[src/rtl/instr_decode_stage.sv]
// ---------------------------------------------------------------------------
// instr_decode_stage
//   Decode stage of the 9-bit CPU. Takes raw instruction words from fetch
//   over a valid/ready handshake, splits each into opcode [8:4] and operand
//   [3:0], classifies the operand, and folds litl/lith nibbles into an 8-bit
//   literal. The decoded record goes to execute through a registered output
//   stage with a one-entry skid buffer, so in_ready never depends
//   combinationally on out_ready.
//
// Ports
//   clk            rising-edge clock
//   reset          synchronous, active-high
//   in_valid       fetch presents a word
//   in_instr       raw instruction [INSTR_W-1:0]
//   in_ready       decode can accept (skid register empty)
//   flush          branch taken: drop everything in flight
//   out_valid      decoded record valid
//   out_ready      execute accepts the record
//   out_op         opcode (0..31)
//   out_reg        register operand, 0 unless the opcode names a register
//   out_math       math selector (mthr/mths only)
//   out_func       function selector (func only)
//   out_imm4       raw operand nibble
//   out_lit8       literal accumulator including this record's update
//   out_is_mem     load or stor
//   out_is_branch  jizr, jnzr, bizr or bnzr
//   out_illegal    illegal-instruction trap flag
//
// Configuration
//   DECODE_ILLEGAL_TRAP_EN  when defined, flags zzzz and unguarded ndne/done
//                           funcs as illegal (sticky until reset or flush).
//                           When undefined, out_illegal is tied to 0.
// ---------------------------------------------------------------------------
module instr_decode_stage #(
    parameter int         INSTR_W   = 9,
    parameter logic [7:0] LIT_RESET = 8'h00
) (
    input  logic               clk,
    input  logic               reset,
    input  logic               in_valid,
    input  logic [INSTR_W-1:0] in_instr,
    output logic               in_ready,
    input  logic               flush,
    output logic               out_valid,
    input  logic               out_ready,
    output logic [4:0]         out_op,
    output logic [3:0]         out_reg,
    output logic [3:0]         out_math,
    output logic [3:0]         out_func,
    output logic [3:0]         out_imm4,
    output logic [7:0]         out_lit8,
    output logic               out_is_mem,
    output logic               out_is_branch,
    output logic               out_illegal
);

    // The encoding is fixed; any other width is a build error.
    if (INSTR_W != 9) begin : g_bad_instr_w
        $error("instr_decode_stage: INSTR_W must be 9");
    end

    typedef enum logic [4:0] {
        OP_LITL, OP_LITH, OP_MOVC, OP_MOVD, OP_MOVM, OP_MOVN, OP_MOVX, OP_MOVY,
        OP_MOVA, OP_MOVB, OP_MOVI, OP_MOVJ, OP_MOVK, OP_MOVL, OP_MOVZ, OP_MOVP,
        OP_LOAD, OP_STOR, OP_INCR, OP_DECR, OP_JIZR, OP_JNZR, OP_BIZR, OP_BNZR,
        OP_ZZZZ, OP_SETH, OP_MTHR, OP_MTHS, OP_LSLC, OP_LSRC, OP_FLIP, OP_FUNC
    } opcode_e;

    typedef struct packed {
        opcode_e    op;
        logic [3:0] rsel;
        logic [3:0] math;
        logic [3:0] func;
        logic [3:0] imm4;
        logic [7:0] lit8;
        logic       is_mem;
        logic       is_branch;
        logic       illegal;
    } rec_t;

    opcode_e    op_in;
    logic [3:0] operand;
    logic [7:0] lit_acc;
    logic [7:0] lit_next;
    logic       illegal_now;
    rec_t       dec;
    rec_t       out_rec;
    rec_t       skid_rec;
    logic       skid_full;
    logic       accept;
    logic       out_xfer;

    assign op_in    = opcode_e'(in_instr[8:4]);
    assign operand  = in_instr[3:0];
    assign in_ready = !skid_full;
    assign accept   = in_valid && in_ready;
    assign out_xfer = out_valid && out_ready;

    // ---- combinational decode of the word on in_instr ----
    always_comb begin
        // NOTE: every always_comb output gets a default first so no path
        // leaves it unassigned and a latch is never inferred.
        lit_next = lit_acc;
        if (op_in == OP_LITL) lit_next[3:0] = operand;
        else if (op_in == OP_LITH) lit_next[7:4] = operand;

        dec         = '0;
        dec.op      = op_in;
        dec.imm4    = operand;
        dec.lit8    = lit_next;
        dec.illegal = illegal_now;
        case (op_in)
            OP_MOVC, OP_MOVD, OP_MOVM, OP_MOVN, OP_MOVX, OP_MOVY, OP_MOVA, OP_MOVB,
            OP_MOVI, OP_MOVJ, OP_MOVK, OP_MOVL, OP_MOVZ, OP_MOVP,
            OP_INCR, OP_DECR, OP_SETH, OP_LSLC, OP_LSRC, OP_FLIP:
                dec.rsel = operand;
            OP_LOAD, OP_STOR: begin
                dec.rsel   = operand;
                dec.is_mem = 1'b1;
            end
            OP_JIZR, OP_JNZR, OP_BIZR, OP_BNZR: dec.is_branch = 1'b1;
            OP_MTHR, OP_MTHS:                   dec.math      = operand;
            OP_FUNC:                            dec.func      = operand;
            default: ;
        endcase
    end

`ifdef DECODE_ILLEGAL_TRAP_EN
    // ndne/done (14/15) are only legal right after a string setup func.
    localparam logic [3:0] FUNC_STRL = 4'd12;
    localparam logic [3:0] FUNC_STRH = 4'd13;

    logic ill_sticky;
    logic prev_func_str;
    logic ill_hit;

    assign ill_hit = (op_in == OP_ZZZZ) ||
                     ((op_in == OP_FUNC) && (operand >= 4'd14) && !prev_func_str);
    assign illegal_now = ill_sticky || ill_hit;

    always_ff @(posedge clk) begin
        if (reset) begin
            ill_sticky    <= 1'b0;
            prev_func_str <= 1'b0;
        end else if (flush) begin
            // The discarded word must not update func history either.
            ill_sticky <= 1'b0;
        end else if (accept) begin
            ill_sticky <= illegal_now;
            if (op_in == OP_FUNC)
                prev_func_str <= (operand == FUNC_STRL) || (operand == FUNC_STRH);
        end
    end
`else
    assign illegal_now = 1'b0;
`endif

    // ---- output register, occupancy and literal accumulator ----
    always_ff @(posedge clk) begin
        // NOTE: sequential state uses non-blocking assignments so every
        // register samples values from before the edge, whatever the order.
        if (reset) begin
            out_valid    <= 1'b0;
            skid_full    <= 1'b0;
            out_rec      <= '0;
            out_rec.lit8 <= LIT_RESET;
            lit_acc      <= LIT_RESET;
        end else if (flush) begin
            // Drop in-flight records; a word accepted now is discarded and
            // its literal update is not applied.
            out_valid <= 1'b0;
            skid_full <= 1'b0;
        end else begin
            if (accept) lit_acc <= lit_next;

            if (skid_full) begin
                if (out_xfer) begin
                    out_rec   <= skid_rec;
                    skid_full <= 1'b0;
                end
            end else if (accept) begin
                if (!out_valid || out_ready) begin
                    out_rec   <= dec;
                    out_valid <= 1'b1;
                end else begin
                    skid_full <= 1'b1;
                end
            end else if (out_xfer) begin
                out_valid <= 1'b0;
            end
        end
    end

    // NOTE: the skid payload has no reset; skid_full alone says whether it
    // holds anything, so its contents are never observed while stale.
    always_ff @(posedge clk) begin
        if (accept && out_valid && !out_ready && !skid_full)
            skid_rec <= dec;
    end

    assign out_op        = out_rec.op;
    assign out_reg       = out_rec.rsel;
    assign out_math      = out_rec.math;
    assign out_func      = out_rec.func;
    assign out_imm4      = out_rec.imm4;
    assign out_lit8      = out_rec.lit8;
    assign out_is_mem    = out_rec.is_mem;
    assign out_is_branch = out_rec.is_branch;
    assign out_illegal   = out_rec.illegal;

endmodule

[config.mk]
export PLATFORM = sky130hd
export DESIGN_NAME = instr_decode_stage
export DESIGN_NICKNAME = d
export VERILOG_FILES = /design/src/rtl/instr_decode_stage.sv
export SDC_FILE = /design/constraint.sdc
export NUM_CORES = 1
export LEC_CHECK = 0
export CAP_MARGIN = 15
export CORE_UTILIZATION = 57
export CTS_CLUSTER_SIZE = 28
export DETAILED_ROUTE_END_ITERATION = 8
export PLACE_DENSITY_LB_ADDON = 0.3
export SYNTH_ARGS = -nofsm -noshare
export SYNTH_HDL_FRONTEND = slang
export SYNTH_SLANG_ARGS = --single-unit
[constraint.sdc]
create_clock -name clk -period 4.4 [get_ports clk]
set_input_delay 0.88 -clock clk [delete_from_list [all_inputs] [get_ports clk]]
set_output_delay 0.88 -clock clk [all_outputs]
set_load 0.005 [all_outputs]
==> results of run 1 <==
[stage by stage]
step                cells  utilization (%)  hold WS [ns]
finish                381            71.87        0.4885
global placement      365            68.71        0.4784
CTS                   381            71.87        0.4912
floorplan             268                -        0.4775
detailed placement    365            68.71        0.4782
global route          381            71.87        0.5273
[power by group through the flow]
stage	registers (W)	clock network, W	logic (W)
floorplan	0.000747	0	0.0000752
global placement	0.000746	0	0.000140
detailed placement	0.000747	0	0.000144
CTS	0.000733	0.000448	0.000145
global route	0.000735	0.000474	0.000160
finish	0.000733	0.000441	0.000144
[routing by layer]
layer / global-route usage, % / up-vias / wire length [um]
met5: 0 / - / 0
met4: 13.42 / 0 / 146
met3: 4.607 / 15 / 338
met2: 38.24 / 73 / 2937
met1: 34.04 / 1035 / 2888
li1: - / 1064 / -
[logic make-up after synthesis]
kind of cell | count (synthesis)
and+or+nand+nor | 95
DFF | 72
AOI/OAI and AO/OA | 48
buffers and inverters | 34
muxes | 18
other | 1
[worst min-delay path: cells and delay by family, from the launching register on]
kind             cells  cell delay (ns)
DFF                  1             0.31
and+or+nand+nor      2             0.13
[worst max-delay path by stage]
stage / start / end / slack (ns) / cells after the start
finish: in_valid / out_lit8[2] / 1.67 / 5
global route: in_valid / out_lit8[1] / 1.58 / 5
CTS: in_valid / out_lit8[6] / 1.68 / 5
detailed placement: in_valid / out_lit8[3] / 1.34 / 5
global placement: in_valid / out_lit8[1] / 1.34 / 5
floorplan: out_ready / skid_rec[10] / 1.48 / 2
[final cells by class]
| class | count | area [sq um] | area share, % |
|---|---|---|---|
| clock buffers | 14 | 152.6 | 4.185 |
| clock inverters | 2 | 7.507 | 0.2058 |
| inverters | 11 | 41.29 | 1.132 |
| multi-input cells | 162 | 1116 | 30.60 |
| flip-flops and latches | 72 | 1752 | 48.03 |
| well taps | 70 | 87.58 | 2.401 |
| repair buffers | 50 | 490.5 | 13.45 |
[placed cells by master (no fill, tap or decap), types with 5 or more instances in the layout]
cell type / count
clkdlybuf4s50_1: 46
dfxtp_1: 41
nor2_1: 35
edfxtp_1: 31
a211oi_1: 22
mux2i_1: 18
inv_1: 11
nor3_1: 10
clkbuf_8: 10
and2_1: 9
a221oi_1: 8
nand3b_1: 8
nand4b_1: 8
o211ai_2: 8
nand2_1: 6
a21oi_1: 5
==> results.yml, run 1 <==
status:
  outcome: "finished, final reports clean"
power_and_ir_drop:
  p_switching_w: 0.0003102
  swShare_pct: 23.55
  p_int_w: 0.001007
  share_seq_of_total_power_pct: 55.6
  ir_worst_vdd_mv: 0.2667
  finalPower_w: 0.001317
  powerDensity_nw_per_um2: 361.2
  pwr-share-clk_pct: 33.5
  combPwrFrac_pct: 10.9
  p_leak_nw: 1.333
setup_path:
  required_ns: 4.66
  end_kind: "register"
  max_stage_delay_ns: 0.65
  crit_path_start_kind: "primary input"
  cp.buffers_inverters: 1
  cp_top_family: "simple AND/OR/NAND/NOR gates"
  crit-reg2reg-launch: "skid_full"
  ff2ff_path_depth: 4
  r2r_end: "out_lit8[2]"
  cp.arrival_ns: 2.98
  cp_cell_sequence: "clkdlybuf4s50_1, mux2i_1, or3_1, or3_1, o211ai_2"
  crit_type: "primary input to register"
  slowest_stage: "or3_1"
  path_common_cell: "or3_1"
  critPathMaxFanout: 21
  rrSetupSlack_ns: 2.03
final_layout:
  drive_gt1_share_pct: 8.039
  fin_area_sq_um: 3647
  num_antenna_cells: 0
  areaGrowthSynthToFinish_pct: 21.76
  largest_reg_flops: 31
  largest_register: "skid_rec"
  nets: 320
  num-fill-cells: 385
logic_synthesis:
  synth_top_area_share_pct: 31.08
  seq_area_frac_synth_pct: 58.48
  synth_most_common_cell: "dfxtp_1"
  synth_area_per_cell_sq_um: 11.18
  yosys.area_share.xor_xnor_pct: 0
  synth.area.top_cells: "edfxtp_1 31%, dfxtp_1 27%, mux2i_1 6.0%"
  yosysUniqueCellTypes: 32
  ys_warn_count: 0
  synthArstFlopShare_pct: 0
  synth_edf_count: 31
  syn-num-nets: 282
  synth_area_sq_um: 2995
  synth_area_leader_cell: "edfxtp_1"
  netlist_top_cells_count: "41 x dfxtp_1, 35 x nor2_1, 31 x edfxtp_1, 22 x a211oi_1"
  postSynthCellCount: 268
  synthFlopType: "dfxtp_1"
  synth_top_family_by_area: "simple AND/OR/NAND/NOR gates"
  yosys.area_share.simple_pct: 17.46
  synth-seq-cells: 72
  muxShareOfSynthArea_pct: 6.015
  synth_compound_area_share_pct: 13.37
  synth_fa_ha_area_share_pct: 0
floorplanning:
  core-area_sq_um: 5075
  fp-row-count: 26
  start_util_pct: 59.02
  dieArea_sq_um: 5549
  die_x_um: 74.49
  die_h_um: 74.49
  ios: 48
clock_tree:
  cts_made_buffers: 9
  clk_latency_ns: 0.33
  ctsResizeCount: 0
  cts_num_sinks: 72
  clk_pin_slew_worst_paths_ns: 0.06
  clockBufferDepth: 2
  cts_tree: "done"
  post-cts-setup-buffer-count: 0
  hold_buffers: 0
  htree_levels: 3
  cts_root_buf: "clkbuf_8"
drt:
  routedWlPerCell_um: 16.56
  drt_iter0_drc: 177
  drc: 0
  ant_nets: 0
  via_per_inst: 5.740
  drtPass1Iterations: 4
  wirelength_um: 6310
  vias: 2187
sta:
  tightestPinTransition_ns: 0.9215
  fin_crit_sh_pct: 61.95
  layout_setup_ws_ns: 1.674
  finalCriticalPeriod_ns: 2.726
  setup_viol: 0
  timing_hold_violations_final: 0
  clock_skew_ns: 0.006955
  fin_setup_tns_ns: 0
  rsz0062_at_grt: "false"
  fmax_mhz: 366.9
  final_max_slew_viol_count: 0
  relSlewSlack_pct: 38.34
global_routing:
  overflow: 0
  antenna_found_initial: 0
  grt_first_pass_wirelength_um: 10020
  grt_usage_pct: 25.06
  grt_pass1_vias: 2021
  grt_max_degree: 43
worst_hold_path:
  min_path_cells: 2
  hold_start: "out_func[0]"
  min_to: "out_func[0]"
  hold_class: "register to register"
placement:
  post_dp_cell_area_sq_um: 3487
  pre_cts_slack_ns: 1.342
  hpwl_um: 3960
  place_congestion: 0.7826
  portBuffers: 46
flow_run:
  cap_viol_max_count: 0
Note: power is estimated with default switching activity, not from simulation.
==> run 2, diff against run 1 <==
- CORE_UTILIZATION: 57 -> 53
- clock period: 4.4 -> 2.6 ns (I/O delays scaled with it)
==> run 2 against run 1 <==
Global-route usage is 1.7 points lower. Critical path depth stayed put. Die area rose by 7.3%. Worst setup slack lost 1.2 ns. First-iteration DRC count is 13% lower. Design area rose by 1.9%. Largest cell class unchanged. Utilization is 4.0 points lower. Clock power rose by 70%. Combinational power increased by 76%.
==> results.yml, run 2 (synthesized netlist as in run 1, its figures left out) <==
status:
  outcome: "finished, final reports clean"
clock_tree:
  clockBufferDepth: 2
  clk_latency_ns: 0.33
  clk_pin_slew_worst_paths_ns: 0.07
  cts_root_buf: "clkbuf_8"
  ctsResizeCount: 0
  post-cts-setup-buffer-count: 0
  cts_tree: "done"
  cts_num_sinks: 72
  cts_made_buffers: 9
  htree_levels: 3
  hold_buffers: 0
setup_path:
  crit_type: "primary input to register"
  slowest_stage: "clkdlybuf4s50_1"
  crit-reg2reg-launch: "out_valid"
  end_kind: "register"
  cp.arrival_ns: 2.21
  startpoint: "in_instr[8]"
  critical_path_depth: 5
  max_stage_delay_ns: 0.51
  required_ns: 2.68
  critPathMaxFanout: 7
  cp.buffers_inverters: 2
  crit_path_start_kind: "primary input"
  cp_cell_sequence: "clkdlybuf4s50_1, nor4_2, and2_1, mux2i_1, inv_1"
  cp_top_family: "simple AND/OR/NAND/NOR gates"
  ff2ff_path_depth: 4
sta:
  setup_viol: 0
  tightestPinTransition_ns: 0.6080
  final_max_slew_viol_count: 0
  fin_hold_ws_ns: 0.4936
  rsz0062_at_grt: "false"
  clock_skew_ns: 0.006940
  timing_hold_violations_final: 0
  fin_crit_sh_pct: 81.76
  fmax_mhz: 470.4
  finalCriticalPeriod_ns: 2.126
  fin_setup_tns_ns: 0
  relSlewSlack_pct: 59.43
final_layout:
  largest_reg_flops: 31
  largest_register: "skid_rec"
  layout_commonest_cell: "clkdlybuf4s50_1"
  final_cell_mix: "46 x clkdlybuf4s50_1, 41 x dfxtp_1, 35 x nor2_1"
  final_cells: 390
  multi_input_comb_area_sq_um: 1116
  num_antenna_cells: 0
  drive_gt1_share_pct: 10.38
  areaGrowthSynthToFinish_pct: 24.06
  num-fill-cells: 444
  nets: 327
  register_area_sq_um: 1752
global_routing:
  grt_pass1_vias: 2099
  grt_first_pass_wirelength_um: 10700
  grt_max_degree: 50
  overflow: 0
  grt_usage_pct: 23.40
  antenna_found_initial: 0
placement:
  place_congestion: 0.7598
  hpwl_um: 4102
  portBuffers: 46
  placed_cells: 374
floorplanning:
  core-area_sq_um: 5473
  start_util_pct: 54.73
  die_h_um: 77.18
  ios: 48
  dieArea_sq_um: 5956
  fp-row-count: 27
  die_x_um: 77.18
drt:
  vias: 2207
  drc: 0
  routedWlPerCell_um: 16.34
  ant_nets: 0
  drt_iter0_drc: 154
  drtPass1Iterations: 4
  via_per_inst: 5.659
  wirelength_um: 6371
worst_hold_path:
  hold_start: "out_math[0]"
  min_path_cells: 2
  hold_class: "register to register"
power_and_ir_drop:
  ir_worst_vdd_mv: 0.2986
  powerDensity_nw_per_um2: 602.8
  p_leak_nw: 1.372
flow_run:
  cap_viol_max_count: 0
## run 2: cell count changes in the layout (fill, tap and decap cells not counted), sizes merged
cell | previous run | this run
clkinv | 2 | 1
buf | 4 | 11
clkbuf | 14 | 15
## run 2: cell type report
type | instances | area share (%)
inverters | 11 | 1.111
multi-input cells | 162 | 30.03
flip-flops and latches | 72 | 47.14
clock inverters | 1 | 0.1347
repair buffers | 57 | 14.95
clock buffers | 15 | 4.209
well taps | 72 | 2.424
## run 2: worst paths after layout
kind,end,slack (ns)
worst max-delay path,skid_rec[3],0.47
worst min register to register,out_math[0],0.49
worst min-delay path,out_math[0],0.49
worst max register to register,out_lit8[5],0.84
## run 2: per-stage QoR
stage               util, %  total power (W)  instance area [sq um]  setup WS [ns]
finish                67.90         0.002240                   3716         0.4741
CTS                   67.90         0.002259                   3716         0.4744
global placement      64.95         0.001511                   3555         0.1932
global route          67.90         0.002336                   3716         0.3615
floorplan                 -         0.001392                   2995        0.03855
detailed placement    64.95         0.001519                   3555         0.1325
## run 2: worst register-to-register path, stage by stage, from the launching register on
cell	delay [ns]
dfxtp_1	0.35
nor2b_1	0.19
or3_1	0.39
or3_1	0.54
o211ai_2	0.22
## run 2: power by group
group	switching (W)	internal, W
clock	0.000374	0.000374
combinational	0.000129	0.000124
sequential	0.0000197	0.00122
## run 2: routing by layer
metal  share of wire [%]  vias up  wire length [um]  global-route usage, %
li1                    -     1075                 -                      -
met1                  46     1044              2914                  32.30
met2                  46       83              2917                  36.02
met3                 7.5        5               480                  3.929
met4                0.93        0                59                  10.57
met5                   0        -                 0                      0
==> run 3, diff against run 2 <==
- CORE_UTILIZATION: 53 -> 48
- clock period: 2.6 -> 1.95 ns (I/O delays scaled with it)
==> run 3 against run 2 <==
Via count grew 4.2%. Critical endpoint is now in_ready. Clock power grew 70%. Non-clock buffer count grew 19. Sequential share of layout area shrank 2.8 points. Critical path depth shrank 3. Sequential power grew 33%. Largest cell class unchanged. Routed wire length grew 4.9%. Design area grew 6.3%. Critical path type is now register to output pin.
==> results.yml, run 3 (synthesized netlist as in run 1, its figures left out) <==
floorplanning:
  die_h_um: 81.00
  fp-row-count: 28
  core-area_sq_um: 5956
  dieArea_sq_um: 6560
  ios: 48
  start_util_pct: 50.29
  die_x_um: 81.00
global_routing:
  antenna_found_initial: 0
  grt_pass1_vias: 2291
  grt_usage_pct: 22.92
  grt_max_degree: 50
  grt_first_pass_wirelength_um: 11230
  overflow: 0
drt:
  vias: 2300
  drc: 0
  ant_nets: 0
  via_per_inst: 5.583
  routedWlPerCell_um: 16.23
  drt_iter0_drc: 177
  wirelength_um: 6686
  drtPass1Iterations: 4
final_layout:
  final_cell_mix: "46 x clkdlybuf4s50_1, 41 x dfxtp_1, 34 x nor2_1"
  fin_area_sq_um: 3949
  multi_input_comb_area_sq_um: 1136
  largest_register: "skid_rec"
  register_area_sq_um: 1752
  num-fill-cells: 492
  largest_reg_flops: 31
  layout_commonest_cell: "clkdlybuf4s50_1"
  drive_gt1_share_pct: 17.51
  nets: 346
  fin_util_pct: 66.30
  num_antenna_cells: 0
  areaGrowthSynthToFinish_pct: 31.83
clock_tree:
  clk_pin_slew_worst_paths_ns: 0.07
  htree_levels: 3
  cts_num_sinks: 72
  cts_root_buf: "clkbuf_8"
  clockBufferDepth: 2
  clk_latency_ns: 0.34
  cts_made_buffers: 9
  hold_buffers: 0
  cts_tree: "done"
sta:
  fmax_mhz: 532.6
  fin_hold_ws_ns: 0.4947
  final_max_slew_viol_count: 0
  fin_setup_tns_ns: 0
  finalCriticalPeriod_ns: 1.877
  fin_crit_sh_pct: 96.28
  layout_setup_ws_ns: 0.07254
  timing_hold_violations_final: 0
  setup_viol: 0
  clock_skew_ns: 0.008371
setup_path:
  ff2ff_path_depth: 5
  critPathMaxFanout: 7
  crit_path_start_kind: "register"
  required_ns: 1.56
  crit-reg2reg-launch: "out_valid"
  cp.arrival_ns: 1.49
  r2r_end: "out_lit8[0]"
  end_kind: "output pin"
  crit_type: "register to output pin"
  rrSetupSlack_ns: 0.27
worst_hold_path:
  hold_class: "register to register"
  min_to: "out_func[3]"
  hold_start: "out_func[3]"
  min_path_cells: 2
placement:
  place_congestion: 0.7381
  pre_cts_slack_ns: -0.3437
  hpwl_um: 4260
  portBuffers: 46
  post_dp_cell_area_sq_um: 3714
power_and_ir_drop:
  powerDensity_nw_per_um2: 836.2
  p_leak_nw: 1.500
  ir_worst_vdd_mv: 0.6160
flow_run:
  cap_viol_max_count: 0
status:
  outcome: "finished, final reports clean"
==> run 3: through the flow <==
stage               instances  total power, W
finish                    412        0.003302
global route              412        0.003433
CTS                       412        0.003320
detailed placement        396        0.002056
global placement          396        0.002045
floorplan                 268        0.001856
==> run 3: cell type report <==
class | count | area share, %
Clock inverter | 4 | 1.774
Multi-Input combinational cell | 162 | 28.77
Sequential cell | 72 | 44.36
Clock buffer | 12 | 3.676
Inverter | 11 | 1.046
Timing Repair Buffer | 76 | 18.00
Tap cell | 75 | 2.376
==> run 3: worst max path at each step <==
stage          cells past startpoint  slack, ns   startpoint            to
2_1_floorplan                      2       0.06    out_valid  skid_rec[10]
3_3_place_gp                       5      -0.29  in_instr[8]   skid_rec[6]
3_5_place_dp                       5      -0.34  in_instr[8]   skid_rec[6]
4_1_cts                            5       0.03  in_instr[8]   skid_rec[4]
5_1_grt                            5     -0.004  in_instr[8]   skid_rec[3]
6_report                           2       0.07    skid_full      in_ready
==> run 3: repair_timing <==
item / 4_1_cts / 5_1_grt
setup buffers: 0 / 0
setup endpoints to repair: 0 / 9
resized for setup: 0 / 5
==> run 3: where the power goes <==
group          switching [W]  internal, W
clock               0.000520     0.000753
sequential         0.0000273      0.00163
combinational       0.000184     0.000193
total               0.000731      0.00257
==> run 3: critical path, cell delays in order (launching register included) <==
cell and delay, ns:
dfxtp_1 0.36, inv_1 0.23, clkdlybuf4s50_1 0.56
==> run 3: layer usage <==
metal / share of wire [%] / GRT usage [%] / routed length, um
met2: 45 / 36.05 / 3029
met5: 0 / 0 / 0
met4: 1.3 / 9.821 / 89
met3: 5.5 / 4.045 / 365
met1: 48 / 31.05 / 3201
